--- src/rtl/mem_arbiter_if.sv ---
// mem_arbiter_if: fetch, load/store and memory-side signals of the memory arbiter.
interface mem_arbiter_if #(parameter int ADDR_W = 10);
  logic              i_req;
  logic [31:0]       i_addr;
  logic              i_gnt;
  logic              i_rvalid;
  logic [31:0]       i_rdata;
  logic              d_req;
  logic              d_we;
  logic [31:0]       d_addr;
  logic [31:0]       d_wdata;
  logic [3:0]        d_wstrb;
  logic              d_gnt;
  logic              d_rvalid;
  logic [31:0]       d_rdata;
  logic              mem_we;
  logic [ADDR_W-1:0] mem_addr;
  logic [31:0]       mem_din;
  logic [3:0]        mem_wstrb;
  logic [31:0]       mem_dout;
  modport master (
    output i_req, i_addr, d_req, d_we, d_addr, d_wdata, d_wstrb, mem_dout,
    input  i_gnt, i_rvalid, i_rdata, d_gnt, d_rvalid, d_rdata, mem_we, mem_addr, mem_din, mem_wstrb
  );
  modport slave (
    input  i_req, i_addr, d_req, d_we, d_addr, d_wdata, d_wstrb, mem_dout,
    output i_gnt, i_rvalid, i_rdata, d_gnt, d_rvalid, d_rdata, mem_we, mem_addr, mem_din, mem_wstrb
  );
endinterface

--- src/rtl/mem_arbiter.sv ---
// mem_arbiter: shares single-port memory between fetch and load/store, data priority with fetch starvation guard.
// Defining MEM_ARB_PERF_EN adds perf_conflicts_o / perf_forced_o counters.
module mem_arbiter #(
  parameter int ADDR_W      = 10,
  parameter int MAX_DSTREAK = 4
) (
  input logic clk,
  input logic rst,
  mem_arbiter_if.slave bus
`ifdef MEM_ARB_PERF_EN
  ,
  output logic [31:0] perf_conflicts_o,
  output logic [31:0] perf_forced_o
`endif
);
  typedef enum logic [1:0] {NONE, IFETCH, DLOAD} resp_e;
  resp_e             resp_q, resp_d;
  logic [3:0]        streak_q, streak_d;
  logic [ADDR_W-1:0] addr_q;
  logic              force_i;
  logic              unused_addr;
  assign unused_addr = ^{bus.i_addr[31:ADDR_W+2], bus.i_addr[1:0], bus.d_addr[31:ADDR_W+2], bus.d_addr[1:0]};
  always_comb begin
    force_i = bus.i_req & bus.d_req & (streak_q == 4'(MAX_DSTREAK));
    bus.i_gnt = !rst & bus.i_req & (!bus.d_req | force_i);
    bus.d_gnt = !rst & bus.d_req & !force_i;
    bus.mem_addr = bus.i_gnt ? bus.i_addr[ADDR_W+1:2] : bus.d_gnt ? bus.d_addr[ADDR_W+1:2] : addr_q;
    bus.mem_we = bus.d_gnt & bus.d_we;
    bus.mem_din = bus.d_wdata;
    bus.mem_wstrb = bus.d_gnt ? bus.d_wstrb : 4'b0;
    resp_d = bus.i_gnt ? IFETCH : (bus.d_gnt & !bus.d_we) ? DLOAD : NONE;
    streak_d = (bus.i_gnt | !bus.i_req) ? 4'd0 :
               (bus.d_gnt && streak_q != 4'(MAX_DSTREAK)) ? streak_q + 4'd1 : streak_q;
    // gating with rst drops a read that was in flight when reset arrived
    bus.i_rvalid = !rst & (resp_q == IFETCH);
    bus.d_rvalid = !rst & (resp_q == DLOAD);
    bus.i_rdata = bus.mem_dout;
    bus.d_rdata = bus.mem_dout;
  end
  always_ff @(posedge clk) begin
    if (rst) begin
      resp_q   <= NONE;
      streak_q <= 4'd0;
      addr_q   <= '0;
    end else begin
      resp_q   <= resp_d;
      streak_q <= streak_d;
      addr_q   <= bus.mem_addr;
    end
  end
`ifdef MEM_ARB_PERF_EN
  always_ff @(posedge clk) begin
    if (rst) begin
      perf_conflicts_o <= '0;
      perf_forced_o    <= '0;
    end else begin
      perf_conflicts_o <= perf_conflicts_o + {31'd0, bus.i_req & bus.d_req};
      perf_forced_o    <= perf_forced_o + {31'd0, bus.i_gnt & force_i};
    end
  end
`endif
endmodule

--- src/flat_wrapper.sv ---
// flat-port wrapper written by rule: the top's interface ports become plain ports
module mem_arbiter_flat 
#(
  parameter int ADDR_W      = 10,
  parameter int MAX_DSTREAK = 4
)
  (clk, rst, bus_i_req, bus_i_addr, bus_d_req, bus_d_we, bus_d_addr, bus_d_wdata, bus_d_wstrb, bus_mem_dout, bus_i_gnt, bus_i_rvalid, bus_i_rdata, bus_d_gnt, bus_d_rvalid, bus_d_rdata, bus_mem_we, bus_mem_addr, bus_mem_din, bus_mem_wstrb);
  mem_arbiter_if #(.ADDR_W(ADDR_W)) bus_i ();
  input logic clk;
  input logic rst;
  input wire logic [$bits(bus_i.i_req)-1:0] bus_i_req;
  input wire logic [$bits(bus_i.i_addr)-1:0] bus_i_addr;
  input wire logic [$bits(bus_i.d_req)-1:0] bus_d_req;
  input wire logic [$bits(bus_i.d_we)-1:0] bus_d_we;
  input wire logic [$bits(bus_i.d_addr)-1:0] bus_d_addr;
  input wire logic [$bits(bus_i.d_wdata)-1:0] bus_d_wdata;
  input wire logic [$bits(bus_i.d_wstrb)-1:0] bus_d_wstrb;
  input wire logic [$bits(bus_i.mem_dout)-1:0] bus_mem_dout;
  output wire logic [$bits(bus_i.i_gnt)-1:0] bus_i_gnt;
  output wire logic [$bits(bus_i.i_rvalid)-1:0] bus_i_rvalid;
  output wire logic [$bits(bus_i.i_rdata)-1:0] bus_i_rdata;
  output wire logic [$bits(bus_i.d_gnt)-1:0] bus_d_gnt;
  output wire logic [$bits(bus_i.d_rvalid)-1:0] bus_d_rvalid;
  output wire logic [$bits(bus_i.d_rdata)-1:0] bus_d_rdata;
  output wire logic [$bits(bus_i.mem_we)-1:0] bus_mem_we;
  output wire logic [$bits(bus_i.mem_addr)-1:0] bus_mem_addr;
  output wire logic [$bits(bus_i.mem_din)-1:0] bus_mem_din;
  output wire logic [$bits(bus_i.mem_wstrb)-1:0] bus_mem_wstrb;
  assign bus_i.i_req = bus_i_req;
  assign bus_i.i_addr = bus_i_addr;
  assign bus_i.d_req = bus_d_req;
  assign bus_i.d_we = bus_d_we;
  assign bus_i.d_addr = bus_d_addr;
  assign bus_i.d_wdata = bus_d_wdata;
  assign bus_i.d_wstrb = bus_d_wstrb;
  assign bus_i.mem_dout = bus_mem_dout;
  assign bus_i_gnt = bus_i.i_gnt;
  assign bus_i_rvalid = bus_i.i_rvalid;
  assign bus_i_rdata = bus_i.i_rdata;
  assign bus_d_gnt = bus_i.d_gnt;
  assign bus_d_rvalid = bus_i.d_rvalid;
  assign bus_d_rdata = bus_i.d_rdata;
  assign bus_mem_we = bus_i.mem_we;
  assign bus_mem_addr = bus_i.mem_addr;
  assign bus_mem_din = bus_i.mem_din;
  assign bus_mem_wstrb = bus_i.mem_wstrb;
  mem_arbiter #(.ADDR_W(ADDR_W), .MAX_DSTREAK(MAX_DSTREAK)) u_core (.clk(clk), .rst(rst), .bus(bus_i));
endmodule
--- config.mk ---
export PLATFORM = sky130hd
export DESIGN_NAME = mem_arbiter_flat
export DESIGN_NICKNAME = d
export VERILOG_FILES = /design/src/rtl/mem_arbiter_if.sv /design/src/rtl/mem_arbiter.sv /design/src/flat_wrapper.sv
export SDC_FILE = /design/constraint.sdc
export NUM_CORES = 1
export LEC_CHECK = 0
export CAP_MARGIN = 20
export CORE_AREA = 2 2 99 101
export CTS_CLUSTER_SIZE = 40
export DETAILED_ROUTE_END_ITERATION = 6
export DIE_AREA = 0 0 101 103
export PLACE_DENSITY = 0.72
export SETUP_SLACK_MARGIN = 0.1
export SLEW_MARGIN = 0
export SYNTH_ARGS = -nofsm -noshare
export SYNTH_HDL_FRONTEND = slang
export SYNTH_SLANG_ARGS = --single-unit
--- constraint.sdc ---
create_clock -name clk -period 2 [get_ports clk]
set_input_delay 0.5 -clock clk [delete_from_list [all_inputs] [get_ports clk]]
set_output_delay 0.5 -clock clk [all_outputs]
set_load 0.02 [all_outputs]
==> impl_metrics.yaml <==
timing:
  finalMaxSlewViolations: 0
  setup_ws_ns: -0.154
  timing.setup.tns_ns: -1.38
  slew_headroom_pct: 83.2
  setup_viol: 11
  fin_worst_skew_ns: 0.00304
  rsz0062_at_grt: "yes"
  hold_ws_ns: 0.505
  min_period_over_period_pct: 108
  fmax_ghz: 0.464
  hold_violations: 0
  worst_pin_slew_ns: 0.250
  period_minus_slack_ns: 2.15
synth:
  netlist_area_um2: 1650
  seq_area_frac_synth_pct: 19.4
  syn_nets: 342
  syn_inst: 203
  syn_area_per_cell_um2: 8.12
  synth_cell_type_count: 26
  ys_ff_latch: 16
  ys_warn_count: 0
grt:
  grt_use_met2_pct: 13.0
  overflow: 0
  grtUsageMet3_pct: 3.53
  track_usage_pct: 7.75
  antenna_found_initial: 0
  grt_use_met1_pct: 8.26
  top_usage_layer: "met2"
  grt_pass1_wl_mm: 6.26
  grt_pass1_vias: 1250
  grt_max_degree: 21
layout:
  final_nets: 327
  layout-drive-gt1-share_pct: 55.1
  design_area_um2: 2100
  final_cell_mix: "buf_4 (36), clkdlybuf4s50_1 (25), buf_6 (16), dfxtp_1 (14)"
  diodes: 0
  area_growth_pct: 27.6
  layout_commonest_cell: "buf_4"
floorplanning:
  dieArea_um2: 10400
  ios: 252
  rows: 36
  die_x_um: 101
  die_h_um: 103
  core_um2: 9460
  start_util_pct: 17.4
clocking:
  htreeDepth: 1
  cts_sinks: 16
  cts_tree: "yes"
  clk_pin_slew_worst_paths_ns: 0.06
  clockBufferDepth: 2
  cts_buffers: 3
  clock_latency_ns: 0.25
  clock-root-buffer: "clkbuf_8"
run:
  cap_violations: 0
setup_path:
  crit_path_max_fanout: 10
  r2r_setup_slack_ns: 0.30
  end_kind: "output pin"
  critPathKind: "flip-flop to output pin"
  crit_arrival_ns: 1.65
  crit_required_ns: 1.50
  crit_path_start_kind: "flip-flop"
route:
  via_per_inst: 4.09
  routed_wl_mm: 4.27
  ant_nets: 0
  drc: 0
  routedWlPerCell_um: 14.2
  vias: 1232
  drt_iter0_drc: 69
  dr.pass1.iters: 4
place:
  dpl_cell_area_um2: 1750
  pre_cts_ws_ns: -0.896
  port_buffers: 47
  place_congestion: 0.695
  dp_hpwl_mm: 3.09
status:
  violations: "negative setup slack"
  status: "finished, violations left"
pwr:
  power.leakage_uw: 0.000770
  power.density_nw_per_um2: 449
  peakVddDrop_mv: 0.213
min_path:
  hold_path_class: "flip-flop to flip-flop"
## worst paths after layout
kind	start	end	cells after the start
max	u_core.streak_q[0]$_SDFFE_PP0P_	bus_mem_addr[6]	7
min	u_core.addr_q[5]$_SDFF_PP0_	u_core.addr_q[5]$_SDFF_PP0_	2
max reg2reg	u_core.streak_q[0]$_SDFFE_PP0P_	u_core.addr_q[0]$_SDFF_PP0_	8
min reg2reg	u_core.addr_q[5]$_SDFF_PP0_	u_core.addr_q[5]$_SDFF_PP0_	2
## state kept, by name (all words and copies together), names as in the netlist
signal	count
u_core.addr_q	10
u_core.resp_q	2
u_core.streak_q	4
## critical path, cell delays in order, from the launching register on
cell and delay, ns:
dfxtp_2 0.32, inv_2 0.06, ha_4 0.14, nand3b_1 0.15, a21o_1 0.23, buf_12 0.16
a31oi_2 0.17, buf_4 0.16
## synth_stat cells
cell       n  area [um^2]
a211oi_1  10         75.1
a21o_1     1         7.51
a311oi_1  10         87.6
a31oi_1   10         62.6
and2b_2    1         8.76
and3_1     5         31.3
and4b_4    1         13.8
buf_2      3         15.0
buf_4     99          743
buf_6      2         22.5
clkbuf_1   2         7.51
dfxtp_1   16          320
ha_1       2         25.0
inv_1      5         18.8
nand2b_1   2         12.5
nand3_1   11         55.1
nand3b_1   1         7.51
nand4b_1   2         17.5
nor2_1     5         18.8
nor3_1     1         5.00
nor3b_1    2         15.0
o21ai_0    2         10.0
o21ai_1    5         25.0
o21ai_2    3         26.3
xnor2_1    1         8.76
xor2_1     1         8.76
## metrics by stage
stage,std cells,total power [uW],utilization [%]
6_report,301,946,22.2
5_1_grt,301,994,22.2
4_1_cts,298,942,21.3
3_5_place_dp,289,626,18.5
3_3_place_gp,289,622,18.5
2_1_floorplan,203,746,-
## layer usage
layer	share of wire, %	wire length, um	vias up
met4	3.0	130	0
met1	38	1630	591
met3	9.2	393	12
li1	-	-	575
met2	50	2120	54
met5	0	0	-
## layout make-up
class | instances | area (um^2)
timing repair buffer | 86 | 813
tap | 114 | 143
multi-input combinational | 76 | 752
fill | 1025 | 7350
inverter | 5 | 18.8
clock buffer | 4 | 55.1
sequential | 16 | 323
## repair_timing
action                                  4_1_cts  5_1_grt
endpoints found under the setup margin       19       19
resized for setup                           148       16
endpoints found under the hold margin         0        0
hold buffers                                  0        0
gates cloned                                  1        1
pin swaps                                    12        4
buffers inserted                              4        2
## power breakdown
group / switching, uW / total [uW] / internal [uW]
logic: 149 / 323 / 174
registers: 5.99 / 342 / 336
clock network: 107 / 281 / 174
## kinds of logic after synthesis
logic type                 after synthesis  synth area share, %
buffers and inverters                  111                 48.9
and+or+nand+nor                         31                 11.2
DFF                                     16                 19.4
adders and majority gates                2                 1.52
xor gates and xnor gates                 2                 1.06
AOI/OAI and AO/OA                       41                 17.8
No activity file was read; power rests on OpenSTA's default activity.
